### config.mk
export PLATFORM = sky130hd
export DESIGN_NAME = w5300_socket_n_rx
export DESIGN_NICKNAME = d
export VERILOG_FILES = /design/src/rtl/w5300_socket_n_rx_pkg.sv /design/src/rtl/w5300_socket_n_rx.sv
export SDC_FILE = /design/constraint.sdc
export NUM_CORES = 1
export LEC_CHECK = 0
export BUFFER_PORTS_ARGS = -buffer_cell sky130_fd_sc_hd__buf_4
export CAP_MARGIN = 25
export CELL_PAD_IN_SITES_DETAIL_PLACEMENT = 2
export CELL_PAD_IN_SITES_GLOBAL_PLACEMENT = 2
export CORE_ASPECT_RATIO = 0.75
export CORE_MARGIN = 1.5
export CORE_UTILIZATION = 34
export DETAILED_ROUTE_END_ITERATION = 10
export PLACE_DENSITY = 0.91
export SLEW_MARGIN = 15
export SYNTH_ARGS = -nofsm -noshare
export SYNTH_HDL_FRONTEND = slang
export SYNTH_SLANG_ARGS = --single-unit
### constraint.sdc
create_clock -name clk -period 3 [get_ports clk]
set_input_delay 0.6 -clock clk [delete_from_list [all_inputs] [get_ports clk]]
set_output_delay 0.6 -clock clk [all_outputs]
set_load 0.01 [all_outputs]
### src/rtl/w5300_socket_n_rx_pkg.sv
// w5300_socket_n_rx_pkg: W5300 bus direction, socket register offsets, RECV command, RX FSM states.
// CR_POLL is only a state when W5300_RX_CR_POLL_EN is defined.
package w5300_socket_n_rx_pkg;
  localparam logic RD = 1'b0;
  localparam logic WR = 1'b1;
  localparam logic [9:0] SN_CR = 10'h002;
  localparam logic [9:0] SN_RX_RSR = 10'h028;
  localparam logic [9:0] SN_RX_RSR2 = 10'h02A;
  localparam logic [9:0] SN_RX_FIFOR = 10'h030;
  localparam logic [15:0] SOCK_RECV = 16'h0040;
  typedef enum logic [2:0] {
    IDLE,
    RSR_HIGH,
    RSR_LOW,
    PKT_SIZE,
    DATA,
    RECV,
`ifdef W5300_RX_CR_POLL_EN
    CR_POLL,
`endif
    FINISH
  } state_t;
endpackage

### src/rtl/w5300_socket_n_rx.sv
// w5300_socket_n_rx: drains one frame from a W5300 socket RX FIFO into a halfword buffer.
// Define W5300_RX_CR_POLL_EN to poll Sn_CR after RECV until the command clears.
module w5300_socket_n_rx
  import w5300_socket_n_rx_pkg::*;
#(
  parameter int N = 0,
  parameter int ETH_RX_BUFFER_WIDTH = 16
) (
  input  logic                           clk,
  input  logic                           rst_n,
  input  logic                           enable,
  output logic                           done,
  output logic [10:0]                    addr,
  output logic [15:0]                    wr_data,
  input  logic [15:0]                    rd_data,
  input  logic                           op_state,
  output logic                           eth_rx_req,
  output logic [ETH_RX_BUFFER_WIDTH-1:0] eth_rx_buffer_addr,
  output logic [15:0]                    eth_rx_buffer_data,
  output logic                           eth_rx_buffer_wr,
  output logic [15:0]                    eth_rx_len
);
  localparam logic [9:0] BASE = 10'(10'h200 + 10'h40 * N);
  localparam logic [16:0] DEPTH = 17'(2 ** ETH_RX_BUFFER_WIDTH);
  state_t state, state_nx;
  logic [10:0] addr_nx;
  logic [15:0] wr_data_nx, rsr_high, hw_cnt, hw_total;
  logic got_len, last_hw, rsr_nz;
  assign last_hw = 16'(hw_cnt + 16'd1) == hw_total;
  assign rsr_nz = |{rsr_high, rd_data};
  assign done = state == FINISH;
  assign eth_rx_req = done & got_len;
  always_comb begin
    state_nx = state;
    addr_nx = addr;
    wr_data_nx = wr_data;
    case (state)
      IDLE: if (enable) begin
        state_nx = RSR_HIGH;
        addr_nx = {RD, BASE + SN_RX_RSR};
      end
      RSR_HIGH: if (op_state) begin
        state_nx = RSR_LOW;
        addr_nx = {RD, BASE + SN_RX_RSR2};
      end
      RSR_LOW: if (op_state) begin
        state_nx = rsr_nz ? PKT_SIZE : FINISH;
        addr_nx = rsr_nz ? {RD, BASE + SN_RX_FIFOR} : {RD, 10'h000};
      end
      // a zero-length packet skips straight to the RECV command
      PKT_SIZE: if (op_state) begin
        state_nx = |rd_data ? DATA : RECV;
        addr_nx = |rd_data ? addr : {WR, BASE + SN_CR};
        wr_data_nx = |rd_data ? wr_data : SOCK_RECV;
      end
      DATA: if (op_state && last_hw) begin
        state_nx = RECV;
        addr_nx = {WR, BASE + SN_CR};
        wr_data_nx = SOCK_RECV;
      end
      RECV: if (op_state) begin
`ifdef W5300_RX_CR_POLL_EN
        state_nx = CR_POLL;
        addr_nx = {RD, BASE + SN_CR};
`else
        state_nx = FINISH;
        addr_nx = {RD, 10'h000};
`endif
        wr_data_nx = '0;
      end
`ifdef W5300_RX_CR_POLL_EN
      CR_POLL: if (op_state && rd_data == '0) begin
        state_nx = FINISH;
        addr_nx = {RD, 10'h000};
      end
`endif
      FINISH: state_nx = IDLE;
      default: state_nx = IDLE;
    endcase
  end
  always_ff @(posedge clk or negedge rst_n)
    if (!rst_n) begin
      state <= IDLE;
      addr <= {RD, 10'h000};
      wr_data <= '0;
      rsr_high <= '0;
      hw_cnt <= '0;
      hw_total <= '0;
      got_len <= 1'b0;
      eth_rx_len <= '0;
      eth_rx_buffer_addr <= '0;
      eth_rx_buffer_data <= '0;
      eth_rx_buffer_wr <= 1'b0;
    end else begin
      state <= state_nx;
      addr <= addr_nx;
      wr_data <= wr_data_nx;
      eth_rx_buffer_wr <= 1'b0;
      if (state == IDLE) got_len <= 1'b0;
      if (op_state)
        case (state)
          RSR_HIGH: rsr_high <= rd_data;
          PKT_SIZE: begin
            eth_rx_len <= rd_data;
            hw_total <= (rd_data >> 1) + {15'd0, rd_data[0]};
            hw_cnt <= '0;
            got_len <= |rd_data;
          end
          // halfwords past the buffer end are drained from the FIFO but dropped
          DATA: begin
            hw_cnt <= hw_cnt + 16'd1;
            if ({1'b0, hw_cnt} < DEPTH) begin
              eth_rx_buffer_wr <= 1'b1;
              eth_rx_buffer_addr <= ETH_RX_BUFFER_WIDTH'(hw_cnt);
              eth_rx_buffer_data <= rd_data;
            end
          end
          default: ;
        endcase
    end
endmodule
==> qor.yml, run 1 <==
status:
  status: "finished, final reports clean"
finish:
  area_growth_pct: 18.9
  layout-drive-gt1-share_pct: 20.5
  diodes: 0
  num-nets-final: 706
synthesis:
  syn_avg_cell_area_um2: 8.82
  yosysUniqueCellTypes: 56
  ys_seq_area_share_pct: 49.2
  synth_edf_count: 0
  ys_async_sr_fraction_pct: 100
  synth_ff_type: "dfrtp_1"
  syn_inst: 623
  ys_ff_latch: 108
  syn_area_um2: 5500
  yosysWarnings: 0
sta:
  fin_worst_skew_ns: 0.00768
  finalCritPeriodShare_pct: 95.8
  slew_headroom_pct: 40.0
  worst_slack_ns: 0.127
  whs_ns: 0.224
  tightestPinTransition_ns: 0.900
  final.setup.tns_ns: 0
  slew_viol_final: 0
  period_minus_slack_ns: 2.87
  fmax_ghz: 0.348
  hold_violations: 0
  finalSetupViolations: 0
floorplanning:
  die_width_um: 150
  fp.coreArea_um2: 15900
  start_util_pct: 34.5
  die_area_um2: 16900
  ios: 98
  num_rows: 40
  die-height_um: 113
critical_path:
  cpMaxStageDelayCell: "dfrtp_1"
  crit_end: "addr[5]"
  reg2reg_to: "addr[5]"
  r2r-start: "hw_cnt[0]"
  cp_max_fo: 9
  reg2regPathDepth: 9
  worstPathCellList: "ha_1 -> nand3_2 -> nor4_2 -> xnor2_1 -> nand4_1 -> nor4_4 -> buf_4 -> o21ai_2 -> a21o_1"
  end_kind: "flip-flop"
  max_stage_delay_ns: 0.55
  critical_path_class: "reg -> reg"
  rrSetupSlack_ns: 0.13
  crit_start: "hw_cnt[0]"
  cp.arrival_ns: 3.13
  critical_path_required_ns: 3.26
  crit_path_start_kind: "flip-flop"
flow_run:
  max-cap-violations: 0
drt:
  drt_iter0_drc: 241
  viasPerCell: 5.26
  routedWlPerCell_um: 20.9
  drc: 0
  firstDrtPassIters: 4
  ant_nets: 0
  vias: 4714
  routed_wl_mm: 18.8
placed_design:
  port_buffers: 77
  place_congestion: 0.836
  hpwl_mm: 12.6
  dpl_worst_slack_ns: -0.0627
worst_hold_path:
  hold_class: "in -> async"
power_and_ir_drop:
  p_leak_nw: 3.13
  vdd_drop_max_v: 0.000361
  powerDensity_nw_per_um2: 876
clocking:
  cts_buffers: 9
  cts_max_path_buffers: 2
  cts_root_buffer: "clkbuf_16"
  tritoncts: "done"
  clock_latency_ns: 0.37
  htree_levels: 3
  clkTransAtPathRegs_ns: 0.08
  clock_sinks: 108
global_routing:
  grt_pass1_vias: 5170
  grt_first_pass_wirelength_mm: 29.6
  grt_overflow_total: 0
  grt_max_degree: 57
  grt_use_total_pct: 23.0
  grt_antenna_before_repair: 0
==> Yosys cell counts (3+ instances only) <==
cell | count | share of area, %
nand2_1 | 186 | 13
dfrtp_1 | 108 | 49
o21ai_0 | 53 | 4.8
clkbuf_1 | 32 | 2.2
nor2_1 | 31 | 2.1
buf_4 | 20 | 2.7
xnor2_1 | 18 | 2.9
mux2_2 | 17 | 3.5
xor2_1 | 14 | 2.2
nand3_1 | 13 | 1.2
nor4_1 | 12 | 1.4
a21oi_1 | 10 | 0.91
inv_1 | 9 | 0.61
and2_1 | 8 | 0.91
nand4_1 | 8 | 0.91
o31ai_1 | 8 | 1.1
and3_1 | 7 | 0.80
buf_2 | 6 | 0.55
nor3_1 | 5 | 0.46
buf_1 | 4 | 0.27
ha_1 | 4 | 0.91
mux2i_1 | 4 | 0.73
a31oi_1 | 3 | 0.34
==> worst min-delay path by stage <==
| stage | end | cells after the start | slack (ns) | start |
|---|---|---|---|---|
| 3_3_place_gp | eth_rx_buffer_data[12] | 2 | 0.46 | eth_rx_buffer_data[12] |
| 2_1_floorplan | addr[10] | 0 | 0.30 | rst_n |
| 6_report | addr[9] | 1 | 0.22 | rst_n |
| 3_5_place_dp | eth_rx_buffer_data[10] | 2 | 0.48 | eth_rx_buffer_data[10] |
| 4_1_cts | state[2] | 1 | 0.25 | rst_n |
| 5_1_grt | addr[1] | 1 | 0.25 | rst_n |
==> critical path, delay by kind of cell, from the launching register on <==
family,cells,cell delay [ns]
and+or+nand+nor,4,1.16
DFF,1,0.55
adders and majority gates,1,0.35
AOI/OAI and AO/OA,2,0.25
xor gates and xnor gates,1,0.24
buffers and inverters,1,0.21
==> layout make-up <==
type                       instances  area (um2)
fill                            1782        9380
sequential                       108        2700
multi-input combinational        463        2530
timing repair buffer              91         699
tap                              210         263
clock buffer                       9         225
clock inverter                     7        81.3
inverter                           9        33.8
==> report_power, final <==
group          switching (W)  total, W  internal [W]
clock               0.000613   0.00128      0.000664
sequential          0.000458   0.00240       0.00194
combinational        0.00115   0.00204      0.000894
==> sequential cells by signal, indices dropped and copies added, names as in the netlist, 3 cells and up <==
register	count
eth_rx_buffer_addr	16
eth_rx_buffer_data	16
eth_rx_len	16
hw_cnt	16
hw_total	16
rsr_high	16
addr	6
state	3
==> repair_timing <==
action	4_1_cts	5_1_grt
resized for setup	1	1
hold buffers	0	0
buffers inserted	0	1
setup endpoints to repair	8	8
pin swaps	1	1
==> metal layers <==
layer | global-route usage [%] | vias to the layer above | share of wire, %
met3 | 4.68 | 25 | 4.5
met1 | 30.1 | 2414 | 45
met2 | 38.0 | 118 | 49
met5 | 0 | - | 0
met4 | 7.71 | 0 | 1.9
li1 | - | 2157 | -
==> cell usage in the layout (no fill, tap or decap), types with 3 or more instances in the layout <==
cell,count
and3_1,7
buf_4,89
inv_6,3
dfrtp_1,108
nor3_1,5
nand4_1,8
mux2i_1,4
nor4_1,11
o21ai_0,53
conb_1,20
a21oi_1,10
a31oi_1,3
nand2_1,185
o31ai_1,8
nand3_1,12
ha_1,4
mux2_2,17
nor2_1,31
inv_1,9
and2_1,8
xor2_1,14
xnor2_1,18
clkbuf_16,9
==> metrics by stage <==
stage               instances  util [%]  power, W  area, um2
global route              897      41.1   0.00608       6540
global placement          879      39.0   0.00419       6200
floorplan                 642         -   0.00349       5570
CTS                       896      41.0   0.00576       6520
detailed placement        880      39.0   0.00442       6210
finish                    897      41.1   0.00572       6540
==> cells by family (layout without fill, tap and decap cells) <==
group,count (synthesis),count (layout),share of synthesized area [%]
XOR/XNOR,32,32,5.10
buffers and inverters,71,116,6.35
AO/OA/AOI/OAI,96,96,10.6
AND/OR/NAND/NOR,290,290,23.6
adder cells (fa/ha/maj),4,4,0.910
flip-flops,108,108,49.2
other,1,20,0.0682
multiplexers,21,21,4.21
No activity file was read; power rests on OpenSTA's default activity.
==> run 2, diff against run 1 <==
--- a/config.mk
+++ b/config.mk
@@ -5,7 +5,7 @@
 export SDC_FILE = /design/constraint.sdc
 export NUM_CORES = 1
 export LEC_CHECK = 0
-export BUFFER_PORTS_ARGS = -buffer_cell sky130_fd_sc_hd__buf_4
+export BUFFER_PORTS_ARGS = -buffer_cell sky130_fd_sc_hd__buf_2
 export CAP_MARGIN = 25
 export CELL_PAD_IN_SITES_DETAIL_PLACEMENT = 2
 export CELL_PAD_IN_SITES_GLOBAL_PLACEMENT = 2
==> qor.yml, run 2 (synthesis gave the netlist of run 1 again) <==
status:
  status: "finished, final reports clean"
finish:
  layout_common_cells: "185 x nand2_1, 108 x dfrtp_1, 76 x buf_2"
  area_growth_pct: 16.1
  register_area_um2: 2700  # unchanged
  layout_commonest_cell: "nand2_1"
  multi_input_area_um2: 2540  # +0.30%
  num-nets-final: 707  # +0.14%
  nFillCells: 1786  # +0.22%
  layout-drive-gt1-share_pct: 20.8  # +0.26 points
  diodes: 0  # unchanged
drt:
  drt_iter0_drc: 263  # +9.1%
  vias: 4831  # +2.5%
  firstDrtPassIters: 4  # unchanged
  routed_wl_mm: 19.6  # +4.7%
  ant_nets: 0  # unchanged
  viasPerCell: 5.38  # +2.4%
  routedWlPerCell_um: 21.9  # +4.5%
  drc: 0  # unchanged
clocking:
  cts_buffers: 9  # unchanged
  clock_latency_ns: 0.37  # about the same
  clock_sinks: 108  # unchanged
  cts_max_path_buffers: 2  # unchanged
  cts_root_buffer: "clkbuf_16"
  htree_levels: 3  # unchanged
  tritoncts: "done"
  clkTransAtPathRegs_ns: 0.08  # about the same
  cts_hold_buffers: 0  # unchanged
critical_path:
  cp.arrival_ns: 3.13  # about the same
  max_stage_delay_ns: 0.52  # -0.03 ns
  critical_path_class: "reg -> reg"
  crit_path_start_kind: "flip-flop"
  critical_path_required_ns: 3.26  # about the same
  cp_max_fo: 9  # unchanged
  end_kind: "flip-flop"
  worstPathCellList: "ha_1 -> nand3_1 -> nor4_2 -> xnor2_1 -> nand4_1 -> nor4_4 -> buf_4 -> o21ai_2 -> a22o_1"
  cpMaxStageDelayCell: "dfrtp_1"
sta:
  fin_worst_skew_ns: 0.00942  # +0.00174 ns
  fmax_ghz: 0.348  # about the same
  slew_viol_final: 0  # unchanged
  finalCritPeriodShare_pct: 95.7  # about the same
  slew_headroom_pct: 37.7  # -2.3 points
  finalSetupViolations: 0  # unchanged
  worst_slack_ns: 0.128  # +0.000863 ns
  tightestPinTransition_ns: 0.935  # +0.0343 ns
  rsz0062_at_grt: "no"
  period_minus_slack_ns: 2.87  # -0.000863 ns
  hold_violations: 0  # unchanged
global_routing:
  grt_max_degree: 57  # unchanged
  grt_pass1_vias: 5522  # +6.8%
  grt_antenna_before_repair: 0  # unchanged
  grt_overflow_total: 0  # unchanged
  grt_first_pass_wirelength_mm: 31.3  # +5.7%
  grt_use_total_pct: 24.4  # +1.4 points
power_and_ir_drop:
  p_total_w: 0.00572  # about the same
  powerDensity_nw_per_um2: 896  # +2.3%
  vdd_drop_max_v: 0.000322  # -11%
  p_leak_nw: 3.11  # -0.72%
placed_design:
  dpl_worst_slack_ns: -0.183  # -0.121 ns
  port_buffers: 77  # unchanged
  place_congestion: 0.868  # +3.7%
  hpwl_mm: 13.1  # +4.0%
floorplanning:
  fp.coreArea_um2: 15900  # unchanged
  num_rows: 40  # unchanged
  die_area_um2: 16900  # unchanged
  die-height_um: 113  # unchanged
  ios: 98  # unchanged
  die_width_um: 150  # unchanged
  start_util_pct: 34.5  # unchanged
worst_hold_path:
  hold_class: "in -> async"
flow_run:
  max-cap-violations: 0  # unchanged
## run 2: cell type report
type | instances | share of cell area, %
Clock buffer | 9 | 3.53
Timing Repair Buffer | 92 | 8.04
Clock inverter | 7 | 1.69
Multi-Input combinational cell | 463 | 39.8
Inverter | 9 | 0.529
Sequential cell | 108 | 42.3
Tap cell | 210 | 4.12
## run 2: repair_timing
action / in CTS / in global routing
buffers inserted: 1 / 0
hold endpoints to repair: 0 / 0
gates resized for setup: 2 / 1
pin swaps: 1 / 0
setup endpoints to repair: 8 / 1
## run 2: final timing paths
check	from	endpoint	slack [ns]	cells past startpoint
max	hw_cnt[0]	addr[4]	0.13	9
min	rst_n	addr[5]	0.21	1
max reg2reg	hw_cnt[0]	addr[4]	0.13	9
min reg2reg	eth_rx_buffer_addr[9]	eth_rx_buffer_addr[9]	0.48	2
max in group asynchronous	rst_n	eth_rx_buffer_addr[13]	2.05	2
min in group clk	eth_rx_buffer_addr[9]	eth_rx_buffer_addr[9]	0.48	2
## run 2: worst max-delay path: cells and delay by family, from the launching register on
| kind | cells | cell delay [ns] |
|---|---|---|
| and+or+nand+nor | 4 | 1.18 |
| buffers and inverters | 1 | 0.22 |
| AOI/OAI and AO/OA | 2 | 0.29 |
| xor gates and xnor gates | 1 | 0.20 |
| DFF | 1 | 0.52 |
| adders and majority gates | 1 | 0.34 |
## run 2: power by group
part	internal (W)	total (W)	switching, W
clock network	0.000750	0.00138	0.000628
registers	0.00194	0.00240	0.000459
logic	0.000753	0.00194	0.00118
total	0.00345	0.00572	0.00227
## run 2: metal layers
| metal | global-route usage (%) | share of wire, % |
|---|---|---|
| met1 | 31.1 | 43 |
| met2 | 40.9 | 50 |
| met3 | 5.12 | 4.8 |
| met4 | 8.30 | 2.1 |
| met5 | 0 | 0 |
## run 2: per-stage QoR
step / hold WS, ns / instances / util [%] / setup TNS (ns) / area (um2)
after floorplan: 0.304 / 642 / - / 0 / 5570
after global placement: 0.453 / 880 / 37.8 / 0 / 6020
after detailed placement: 0.460 / 881 / 37.9 / -1.04 / 6020
after CTS: 0.232 / 898 / 40.1 / 0 / 6380
after global routing: 0.248 / 898 / 40.1 / 0 / 6380
final: 0.208 / 898 / 40.1 / 0 / 6380
==> run 3, diff against run 2 <==
--- a/config.mk
+++ b/config.mk
@@ -11,9 +11,11 @@
 export CELL_PAD_IN_SITES_GLOBAL_PLACEMENT = 2
 export CORE_ASPECT_RATIO = 0.75
 export CORE_MARGIN = 1.5
-export CORE_UTILIZATION = 34
+export CORE_UTILIZATION = 36
 export DETAILED_ROUTE_END_ITERATION = 10
-export PLACE_DENSITY = 0.91
+export PLACE_DENSITY = 0.95
+export REMOVE_ABC_BUFFERS = 1
+export SETUP_SLACK_MARGIN = 0.02
 export SLEW_MARGIN = 15
 export SYNTH_ARGS = -nofsm -noshare
 export SYNTH_HDL_FRONTEND = slang
==> constraint.sdc (replaced) <==
create_clock -name clk -period 3.7 [get_ports clk]
set_input_delay 0.74 -clock clk [delete_from_list [all_inputs] [get_ports clk]]
set_output_delay 0.74 -clock clk [all_outputs]
set_load 0.01 [all_outputs]
==> qor.yml, run 3 (synthesis gave the netlist of run 1 again) <==
status:
  status: "finished, final reports clean"
sta:
  final.setup.tns_ns: 0  # unchanged
  hold_violations: 0  # unchanged
  slew_headroom_pct: 39.0  # +1.3 points
  finalCritPeriodShare_pct: 85.4  # -10 points
  tightestPinTransition_ns: 0.915  # -0.0201 ns
  fmax_ghz: 0.316  # -9.1%
  finalSetupViolations: 0  # unchanged
  worst_slack_ns: 0.540  # +0.412 ns
  slew_viol_final: 0  # unchanged
  fin_worst_skew_ns: 0.00790  # -0.00152 ns
  rsz0062_at_grt: "no"
  period_minus_slack_ns: 3.16  # +0.288 ns
drt:
  firstDrtPassIters: 4  # unchanged
  ant_nets: 0  # unchanged
  routedWlPerCell_um: 21.7  # -0.89%
  routed_wl_mm: 19.1  # -2.9%
  vias: 4717  # -2.4%
  drc: 0  # unchanged
  drt_iter0_drc: 192  # -27%
  viasPerCell: 5.36  # -0.36%
critical_path:
  crit_path_start_kind: "flip-flop"
  crit_start: "hw_cnt[0]"
  rrSetupSlack_ns: 0.54  # +0.41 ns
  cp_max_fo: 9  # unchanged
  critical_path_class: "reg -> reg"
  end_kind: "flip-flop"
  critical_path_required_ns: 3.97  # +0.71 ns
  crit_end: "addr[10]"
  reg2reg_to: "addr[10]"
  cp.arrival_ns: 3.43  # +0.30 ns
  reg2regPathDepth: 8  # -1
  r2r-start: "hw_cnt[0]"
global_routing:
  grt_first_pass_wirelength_mm: 30.6  # -2.4%
  grt_use_total_pct: 24.9  # +0.48 points
  grt_overflow_total: 0  # unchanged
  grt_max_degree: 61  # +7.0%
  grt_antenna_before_repair: 0  # unchanged
  grt_pass1_vias: 5421  # -1.8%
clocking:
  cts_root_buffer: "clkbuf_16"
  cts_resized: 0  # -2
  clock_sinks: 108  # unchanged
  cts_setup_buffers: 0  # -1
  cts_hold_buffers: 0  # unchanged
  clkTransAtPathRegs_ns: 0.08  # about the same
  tritoncts: "done"
  cts_max_path_buffers: 2  # unchanged
  htree_levels: 3  # unchanged
  cts_buffers: 9  # unchanged
  clock_latency_ns: 0.36  # about the same
power_and_ir_drop:
  clockPowerShare_pct: 22.5  # -1.6 points
  sequentialPowerShare_pct: 43.0  # +1.0 points
  p_sw_w: 0.00182  # -20%
  vdd_drop_max_v: 0.000279  # -14%
  comb_power_share_pct: 34.5  # +0.6 points
  internal-power_w: 0.00272  # -21%
  powerDensity_nw_per_um2: 725  # -19%
  switching_share_pct: 40.1  # +0.33 points
  p_leak_nw: 3.06  # -1.7%
placed_design:
  port_buffers: 77  # unchanged
  hpwl_mm: 12.8  # -1.7%
  dpl_worst_slack_ns: 0.675  # +0.859 ns
  place_congestion: 0.828  # -4.6%
floorplanning:
  start_util_pct: 37.4  # +2.9 points
  die_area_um2: 16000  # -5.4%
  num_rows: 38  # -5.0%
  fp.coreArea_um2: 14700  # -7.7%
  die_width_um: 146  # -2.8%
  ios: 98  # unchanged
  die-height_um: 110  # -2.7%
flow_run:
  max-cap-violations: 0  # unchanged
finish:
  layout_commonest_cell: "nand2_1"
  layout_common_cells: "185 x nand2_1, 108 x dfrtp_1, 76 x buf_2"
  diodes: 0  # unchanged
  num-nets-final: 699  # -1.1%
  layout-drive-gt1-share_pct: 19.4  # -1.4 points
  area_growth_pct: 14.0
worst_hold_path:
  hold_class: "in -> async"
[run 3: cell count changes in the layout (fill, tap and decap cells not counted)]
cell	delta
inv_6	+2
bufinv_16	-1
clkinv_4	+1
buf_6	+1
nor4_2	-3
nor4_1	+3
inv_8	-2
buf_4	-9
[run 3: how the worst min path moves through the flow]
stage / to / depth (start not counted) / slack [ns] / start
floorplan: addr[10] / 0 / 0.44 / rst_n
global placement: eth_rx_buffer_addr[3] / 2 / 0.45 / eth_rx_buffer_addr[3]
detailed placement: eth_rx_buffer_addr[3] / 2 / 0.46 / eth_rx_buffer_addr[3]
CTS: eth_rx_buffer_addr[10] / 2 / 0.48 / eth_rx_buffer_addr[10]
global route: eth_rx_buffer_addr[6] / 2 / 0.50 / eth_rx_buffer_addr[6]
finish: addr[3] / 1 / 0.46 / rst_n
[run 3: per-stage QoR]
stage          power, W  util [%]  hold slack (ns)  instances  cell area [um2]
2_1_floorplan   0.00277         -            0.444        580             5250
3_3_place_gp    0.00326      40.5            0.454        863             5950
3_5_place_dp    0.00347      40.6            0.463        864             5960
4_1_cts         0.00458      42.7            0.484        880             6270
5_1_grt         0.00481      42.7            0.503        880             6270
6_report        0.00455      42.7            0.460        880             6270
[run 3: per-layer routing]
layer | part of all wire (%) | wire (um) | GRT usage (%)
met4 | 1.5 | 293 | 6.85
met5 | 0 | 0 | 0
met3 | 3.9 | 744 | 4.81
met2 | 51 | 9820 | 45.0
met1 | 43 | 8210 | 30.7
[run 3: layout make-up]
| type | count | area (um2) |
|---|---|---|
| fillers | 1617 | 8420 |
| clock inverters | 7 | 81.3 |
| inverters | 9 | 33.8 |
| repair buffers | 84 | 457 |
| well taps | 200 | 250 |
| flip-flops and latches | 108 | 2700 |
| clock buffers | 9 | 225 |
| multi-input cells | 463 | 2520 |
[run 3: worst max-delay path, cell delays in order (launching register included)]
cell and delay (ns):
dfrtp_1 0.53, ha_1 0.31, nand3_1 0.26, nor4_1 0.66, xnor2_1 0.20, nand4_1 0.20
nor4_4 0.56, a21oi_1 0.19, o22ai_1 0.16
[run 3: power by group through the flow]
stage	sequential (W)	combinational, W	clock (W)
6_report	0.00196	0.00157	0.00102
5_1_grt	0.00200	0.00173	0.00108
4_1_cts	0.00195	0.00159	0.00104
3_5_place_dp	0.00195	0.00152	0
3_3_place_gp	0.00189	0.00137	0
2_1_floorplan	0.00194	0.000831	0
